### src/rtl/cpu_pkg.sv
// Shared definitions for the accumulator core.
// Fetch-stage widths, FSM states and instruction field positions.
package cpu_pkg;

    localparam int PC_W = 10;

    typedef enum logic [1:0] {
        IDLE,
        RUN,
        HALTED
    } state_t;

    localparam logic [3:0] OP_HALT = 4'd14;
    localparam logic [3:0] OP_NOP  = 4'd15;

    localparam int TYPE_BIT = 8;
    localparam int OP_MSB   = 7;
    localparam int OP_LSB   = 4;

endpackage

### src/rtl/instr_fetch_if.sv
// Fetch-stage bus: ROM address/data, decoder fields and strobes.
// master is the fetch stage, slave is the surrounding core.
interface instr_fetch_if #(
    parameter int PC_W  = 10,
    parameter int CNT_W = 16
);

    logic             Start;
    logic [PC_W-1:0]  StartAddr;
    logic [8:0]       Instr;
    logic             Branch;
    logic             Halt;
    logic             BranchCond;
    logic [PC_W-1:0]  PC;
    logic             TypeBit;
    logic [3:0]       OP;
    logic [3:0]       Operand;
    logic [7:0]       Offset;
    logic             Running;
    logic             Done;
    logic [CNT_W-1:0] InstrCount;

    modport master (
        input  Start, StartAddr, Instr,
        input  Branch, Halt, BranchCond,
        output PC, TypeBit, OP, Operand, Offset,
        output Running, Done, InstrCount
    );

    modport slave (
        output Start, StartAddr, Instr,
        output Branch, Halt, BranchCond,
        input  PC, TypeBit, OP, Operand, Offset,
        input  Running, Done, InstrCount
    );

endinterface

### src/rtl/instr_fetch_pc_next.sv
// Next-PC select: restart, hold, taken branch or increment.
// Arithmetic wraps modulo 2**PC_W.
module pc_next #(
    parameter int PC_W = 10
) (
    input  logic            restart,
    input  logic            hold,
    input  logic            take,
    input  logic [PC_W-1:0] pc,
    input  logic [PC_W-1:0] start_addr,
    input  logic [7:0]      offset,
    output logic [PC_W-1:0] next
);

    logic [PC_W-1:0] offs_ext;

    assign offs_ext = PC_W'($signed(offset));

    always_comb begin
        next = pc + PC_W'(1);
        if (restart)
            next = start_addr;
        else if (hold)
            next = pc;
        else if (take)
            next = pc + offs_ext;
    end

endmodule

### src/rtl/instr_fetch.sv
// Fetch/sequencing stage: PC, run/halt FSM, retire counter.
// Instruction fields pass combinationally; forced to NOP outside RUN.
module instr_fetch #(
    parameter int PC_W  = cpu_pkg::PC_W,
    parameter int CNT_W = 16
) (
    input logic        CLK,
    input logic        Reset,
    instr_fetch_if.master bus
);

    import cpu_pkg::*;

    state_t           state;
    logic [PC_W-1:0]  pc_q;
    logic [PC_W-1:0]  pc_d;
    logic [CNT_W-1:0] cnt;
    logic             running_q;
    logic             done_q;
    logic             run;

    assign run = (state == RUN);

    // Outside RUN the PC holds unless Start reloads it.
    pc_next #(.PC_W(PC_W)) u_pc_next (
        .restart    (bus.Start),
        .hold       (!run || bus.Halt),
        .take       (bus.Branch && bus.BranchCond),
        .pc         (pc_q),
        .start_addr (bus.StartAddr),
        .offset     (bus.Instr[7:0]),
        .next       (pc_d)
    );

    always_ff @(posedge CLK or posedge Reset) begin
        if (Reset) begin
            state     <= IDLE;
            pc_q      <= '0;
            cnt       <= '0;
            running_q <= 1'b0;
            done_q    <= 1'b0;
        end else begin
            pc_q <= pc_d;
            if (bus.Start) begin
                state     <= RUN;
                cnt       <= '0;
                running_q <= 1'b1;
                done_q    <= 1'b0;
            end else if (run) begin
                if (cnt != '1)
                    cnt <= cnt + CNT_W'(1);
                if (bus.Halt) begin
                    state     <= HALTED;
                    running_q <= 1'b0;
                    done_q    <= 1'b1;
                end
            end
        end
    end

    assign bus.PC         = pc_q;
    assign bus.TypeBit    = running_q & bus.Instr[TYPE_BIT];
    assign bus.OP         = running_q ? bus.Instr[OP_MSB:OP_LSB] : OP_NOP;
    assign bus.Operand    = bus.Instr[3:0];
    assign bus.Offset     = bus.Instr[7:0];
    assign bus.Running    = running_q;
    assign bus.Done       = done_q;
    assign bus.InstrCount = cnt;

endmodule

### src/flat_wrapper.sv
// flat-port wrapper written by rule: the top's interface ports become plain ports
module instr_fetch_flat import cpu_pkg::*;
#(
    parameter int PC_W  = cpu_pkg::PC_W,
    parameter int CNT_W = 16
)
  (CLK, Reset, bus_Start, bus_StartAddr, bus_Instr, bus_Branch, bus_Halt, bus_BranchCond, bus_PC, bus_TypeBit, bus_OP, bus_Operand, bus_Offset, bus_Running, bus_Done, bus_InstrCount);
  instr_fetch_if #(.PC_W(PC_W), .CNT_W(CNT_W)) bus_i ();
  input logic CLK;
  input logic Reset;
  input wire logic [$bits(bus_i.Start)-1:0] bus_Start;
  input wire logic [$bits(bus_i.StartAddr)-1:0] bus_StartAddr;
  input wire logic [$bits(bus_i.Instr)-1:0] bus_Instr;
  input wire logic [$bits(bus_i.Branch)-1:0] bus_Branch;
  input wire logic [$bits(bus_i.Halt)-1:0] bus_Halt;
  input wire logic [$bits(bus_i.BranchCond)-1:0] bus_BranchCond;
  output wire logic [$bits(bus_i.PC)-1:0] bus_PC;
  output wire logic [$bits(bus_i.TypeBit)-1:0] bus_TypeBit;
  output wire logic [$bits(bus_i.OP)-1:0] bus_OP;
  output wire logic [$bits(bus_i.Operand)-1:0] bus_Operand;
  output wire logic [$bits(bus_i.Offset)-1:0] bus_Offset;
  output wire logic [$bits(bus_i.Running)-1:0] bus_Running;
  output wire logic [$bits(bus_i.Done)-1:0] bus_Done;
  output wire logic [$bits(bus_i.InstrCount)-1:0] bus_InstrCount;
  assign bus_i.Start = bus_Start;
  assign bus_i.StartAddr = bus_StartAddr;
  assign bus_i.Instr = bus_Instr;
  assign bus_i.Branch = bus_Branch;
  assign bus_i.Halt = bus_Halt;
  assign bus_i.BranchCond = bus_BranchCond;
  assign bus_PC = bus_i.PC;
  assign bus_TypeBit = bus_i.TypeBit;
  assign bus_OP = bus_i.OP;
  assign bus_Operand = bus_i.Operand;
  assign bus_Offset = bus_i.Offset;
  assign bus_Running = bus_i.Running;
  assign bus_Done = bus_i.Done;
  assign bus_InstrCount = bus_i.InstrCount;
  instr_fetch #(.PC_W(PC_W), .CNT_W(CNT_W)) u_core (.CLK(CLK), .Reset(Reset), .bus(bus_i));
endmodule
### config.mk
export PLATFORM = sky130hd
export DESIGN_NAME = instr_fetch_flat
export DESIGN_NICKNAME = d
export VERILOG_FILES = /design/src/rtl/cpu_pkg.sv /design/src/rtl/instr_fetch_if.sv /design/src/rtl/instr_fetch_pc_next.sv /design/src/rtl/instr_fetch.sv /design/src/flat_wrapper.sv
export SDC_FILE = /design/constraint.sdc
export NUM_CORES = 1
export LEC_CHECK = 0
export ABC_AREA = 1
export BUFFER_PORTS_ARGS = -buffer_cell sky130_fd_sc_hd__buf_2
export CAP_MARGIN = 20
export CORE_MARGIN = 8
export CORE_UTILIZATION = 40
export CTS_BUF_LIST = sky130_fd_sc_hd__clkbuf_2
export DETAILED_ROUTE_END_ITERATION = 10
export GPL_ROUTABILITY_DRIVEN = 0
export GPL_TIMING_DRIVEN = 0
export PLACE_DENSITY_LB_ADDON = 0.2
export SKIP_CTS_REPAIR_TIMING = 1
export SYNTH_ARGS = -nofsm -noshare
export SYNTH_HDL_FRONTEND = slang
export SYNTH_HIERARCHICAL = 1
export SYNTH_SLANG_ARGS = --single-unit
### constraint.sdc
create_clock -name CLK -period 2.3 [get_ports CLK]
set_input_delay 0.23 -clock CLK [delete_from_list [all_inputs] [get_ports CLK]]
set_output_delay 0.23 -clock CLK [all_outputs]
set_load 0.03 [all_outputs]
==> key figures <==
Logic synthesis
  • Top cells by area, synth: dfrtp_1 31%, nand2_1 18%, inv_1 6.0%
  • Top-area cell type share of the netlist area: 31.0%
  • Mapped Avg Cell Area: 6.71 sq um
  • Post-synth cell types: 29
  • Synth Cell Area: 2260 sq um
  • Cells after synthesis: 337
  • Post-synth EDFFs: 0
  • Share of flip-flops with an asynchronous set or reset: 100%
  • Area leader, netlist: dfrtp_1
  • Syn nets: 373
  • Seq cells post-synth: 28
  • Primary FF master, synth: dfrtp_1
  • Ys Warns: 6
  • Seq/Total Area, Yosys: 31.0%

Layout
  • Commonest non-fill, non-tap cell in the layout: nand2_1
  • Area occupied by multi-input gates: 1270 sq um
  • # diodes: 0
  • FF+latch area: 701 sq um
  • Most frequent cells in the layout: 108 x nand2_1, 71 x buf_2, 36 x inv_1, 36 x nor2_1, 28 x dfrtp_1
  • Share of cells above drive strength 1: 26.3%
  • Nets: 449
  • Syn-to-layout area delta: 21.0%
  • Fillcell total: 597

Routing
  • Post-DRT Antenna Nets: 0
  • Initial DRC count: 67
  • Avg WL per Cell: 12.1 microns
  • Met3 Wirelength: 243 microns
  • Routed wl met2: 3020 microns
  • Drt pass-1 iters: 4
  • Metal-1 WL: 2580 microns
  • WL final: 5860 microns
  • DR top layer: met4
  • Vias: 2284
  • Vias per cell: 4.73
  • Residual DRC: 0

GRT
  • Total GRT Usage: 14.6%
  • First-pass GRT wire length: 10300 microns
  • Grt ovf: 0
  • Vias in the first global route: 2256
  • Largest net degree at the start of global routing: 17
  • Antenna violations before repair: 0

Placement
  • Number of buffers added on ports: 69
  • Hpwl dp: 4850 microns
  • Setup WS pre-CTS: 0.333 ns

Clocking
  • Clk Tree Root Cell: clkbuf_2
  • Clock net sink count: 28
  • Reg clk slew, reported paths: 0.27 ns
  • Clk buf depth: 2
  • CTS tree: yes
  • # H-tree levels: 1
  • CTS buffer count: 3
  • Worst-Skew Late Latency: 0.36 ns

Floorplan
  • IO Count: 70
  • Die width: 91.2 microns
  • Chip height: 91.2 microns
  • CORE AREA: 5470 sq um
  • Starting Density: 41.3%
  • Die ar.: 8310 sq um
  • Row cnt: 27

Timing
  • Relative slew slack: 55.6%
  • RSZ-0062 raised after global routing: false
  • Tcrit/Tclk final: 79.1%
  • Max Slew Vio Count: 0
  • Fin. Hold Viols: 0
  • Hold WS: 0.0459 ns
  • Setup total negative slack: 0 ns
  • Highest Clock Rate: 0.550 GHz
  • Setup violations, final: 0
  • Final WS setup: 0.481 ns
  • Clock skew: 0.0190 ns
  • Worst Tran Pin Value: 0.665 ns
  • Final worst path period need: 1.82 ns

Worst setup path
  • Worst Setup Start Kind: flop
  • CP endpoint kind: flop
  • CP Max Fanout: 10
  • Critical Path RT: 2.59 ns
  • Arr. time, crit path: 2.11 ns
  • Setup CP Type: reg -> reg

Power and ir drop
  • Worst VDD drop: 0.294 mV
  • P_leak: 1.52 nW
  • Pwr dens: 460 nW/um^2

Min path
  • Type of the most critical hold path: in -> reg

Run
  • Max Cap Viol: 0

Run status
  • Status: complete, no violations
## sequential cells by signal, summed over array words and instances, names as in the netlist
| signal | cells |
|---|---|
| u_core/bus.Done | 1 |
| u_core/bus.InstrCount | 16 |
| u_core/bus.PC | 10 |
| u_core/state | 1 |
## routing by layer
layer  vias to the layer above  track usage [%]
met5                         -                0
met4                         0             3.00
met3                         2             3.05
met2                        32             26.9
met1                      1043             16.8
li1                       1207                -
## through the flow
step	cell area [sq um]	instances	total power (W)	util [%]
global route	2740	483	0.00135	50.0
floorplan	2260	337	0.000943	-
global placement	2700	478	0.00108	49.2
detailed placement	2710	479	0.00109	49.5
CTS	2730	482	0.00127	49.8
finish	2740	483	0.00126	50.0
## synthesized netlist by cell type (2+ instances only)
| cell type | instances |
|---|---|
| nand2_1 | 108 |
| inv_1 | 36 |
| nor2_1 | 36 |
| dfrtp_1 | 28 |
| nand3_1 | 25 |
| a21oi_1 | 19 |
| buf_4 | 14 |
| ha_1 | 10 |
| o21ai_0 | 10 |
| o21ai_1 | 8 |
| nand4_1 | 6 |
| or2_2 | 5 |
| xor2_1 | 5 |
| nand2_2 | 4 |
| o21bai_1 | 4 |
| buf_6 | 3 |
| nor2_4 | 3 |
| buf_2 | 2 |
## area by class of cell
cell class	instances	share of cell area [%]
tap	72	3.29
inverter	36	4.94
sequential	28	25.6
multi-input combinational	253	46.5
clock buffer	3	0.549
buffer	20	5.58
timing repair buffer	71	13.5
## final timing paths
check | slack, ns | end | start | cells past startpoint
max | 0.48 | u_core/bus.PC[7]$_DFF_PP0_ | u_core/state[0]$_DFFE_PP0P_ | 10
min | 0.05 | u_core/bus.PC[2]$_DFF_PP0_ | bus_StartAddr[2] | 3
max reg2reg | 0.48 | u_core/bus.PC[7]$_DFF_PP0_ | u_core/state[0]$_DFFE_PP0P_ | 10
min reg2reg | 0.57 | u_core/bus.Done$_DFFE_PP0P_ | u_core/bus.Done$_DFFE_PP0P_ | 2
max in group asynchronous | 1.32 | u_core/bus.InstrCount[9]$_DFFE_PP0P_ | Reset | 4
min in group asynchronous | 0.44 | u_core/bus.PC[0]$_DFF_PP0_ | Reset | 3
## critical path, stage by stage, from the launching register on
cell and delay, ns:
dfrtp_1 0.46, inv_1 0.10, nor2_1 0.14, inv_1 0.09
or2_2 0.27, buf_2 0.18, inv_1 0.10, buf_4 0.18
nand3_1 0.11, nand2_1 0.07, nand2_1 0.04
## where the power goes
| group | leakage [nW] | total, W | switching, W | internal, W |
|---|---|---|---|---|
| clock network | 0.0125 | 0.000181 | 0.000146 | 0.0000354 |
| registers | 0.362 | 0.000565 | 0.0000368 | 0.000528 |
| logic | 1.14 | 0.000513 | 0.000331 | 0.000182 |
## cell families after synthesis
group	synth area share, %
xor gates and xnor gates	2.33
buffers and inverters	12.7
and+or+nand+nor	36.9
adders and majority gates	6.42
AOI/OAI and AO/OA	10.6
DFF	31.0
Power figures use the tool's default switching activity.
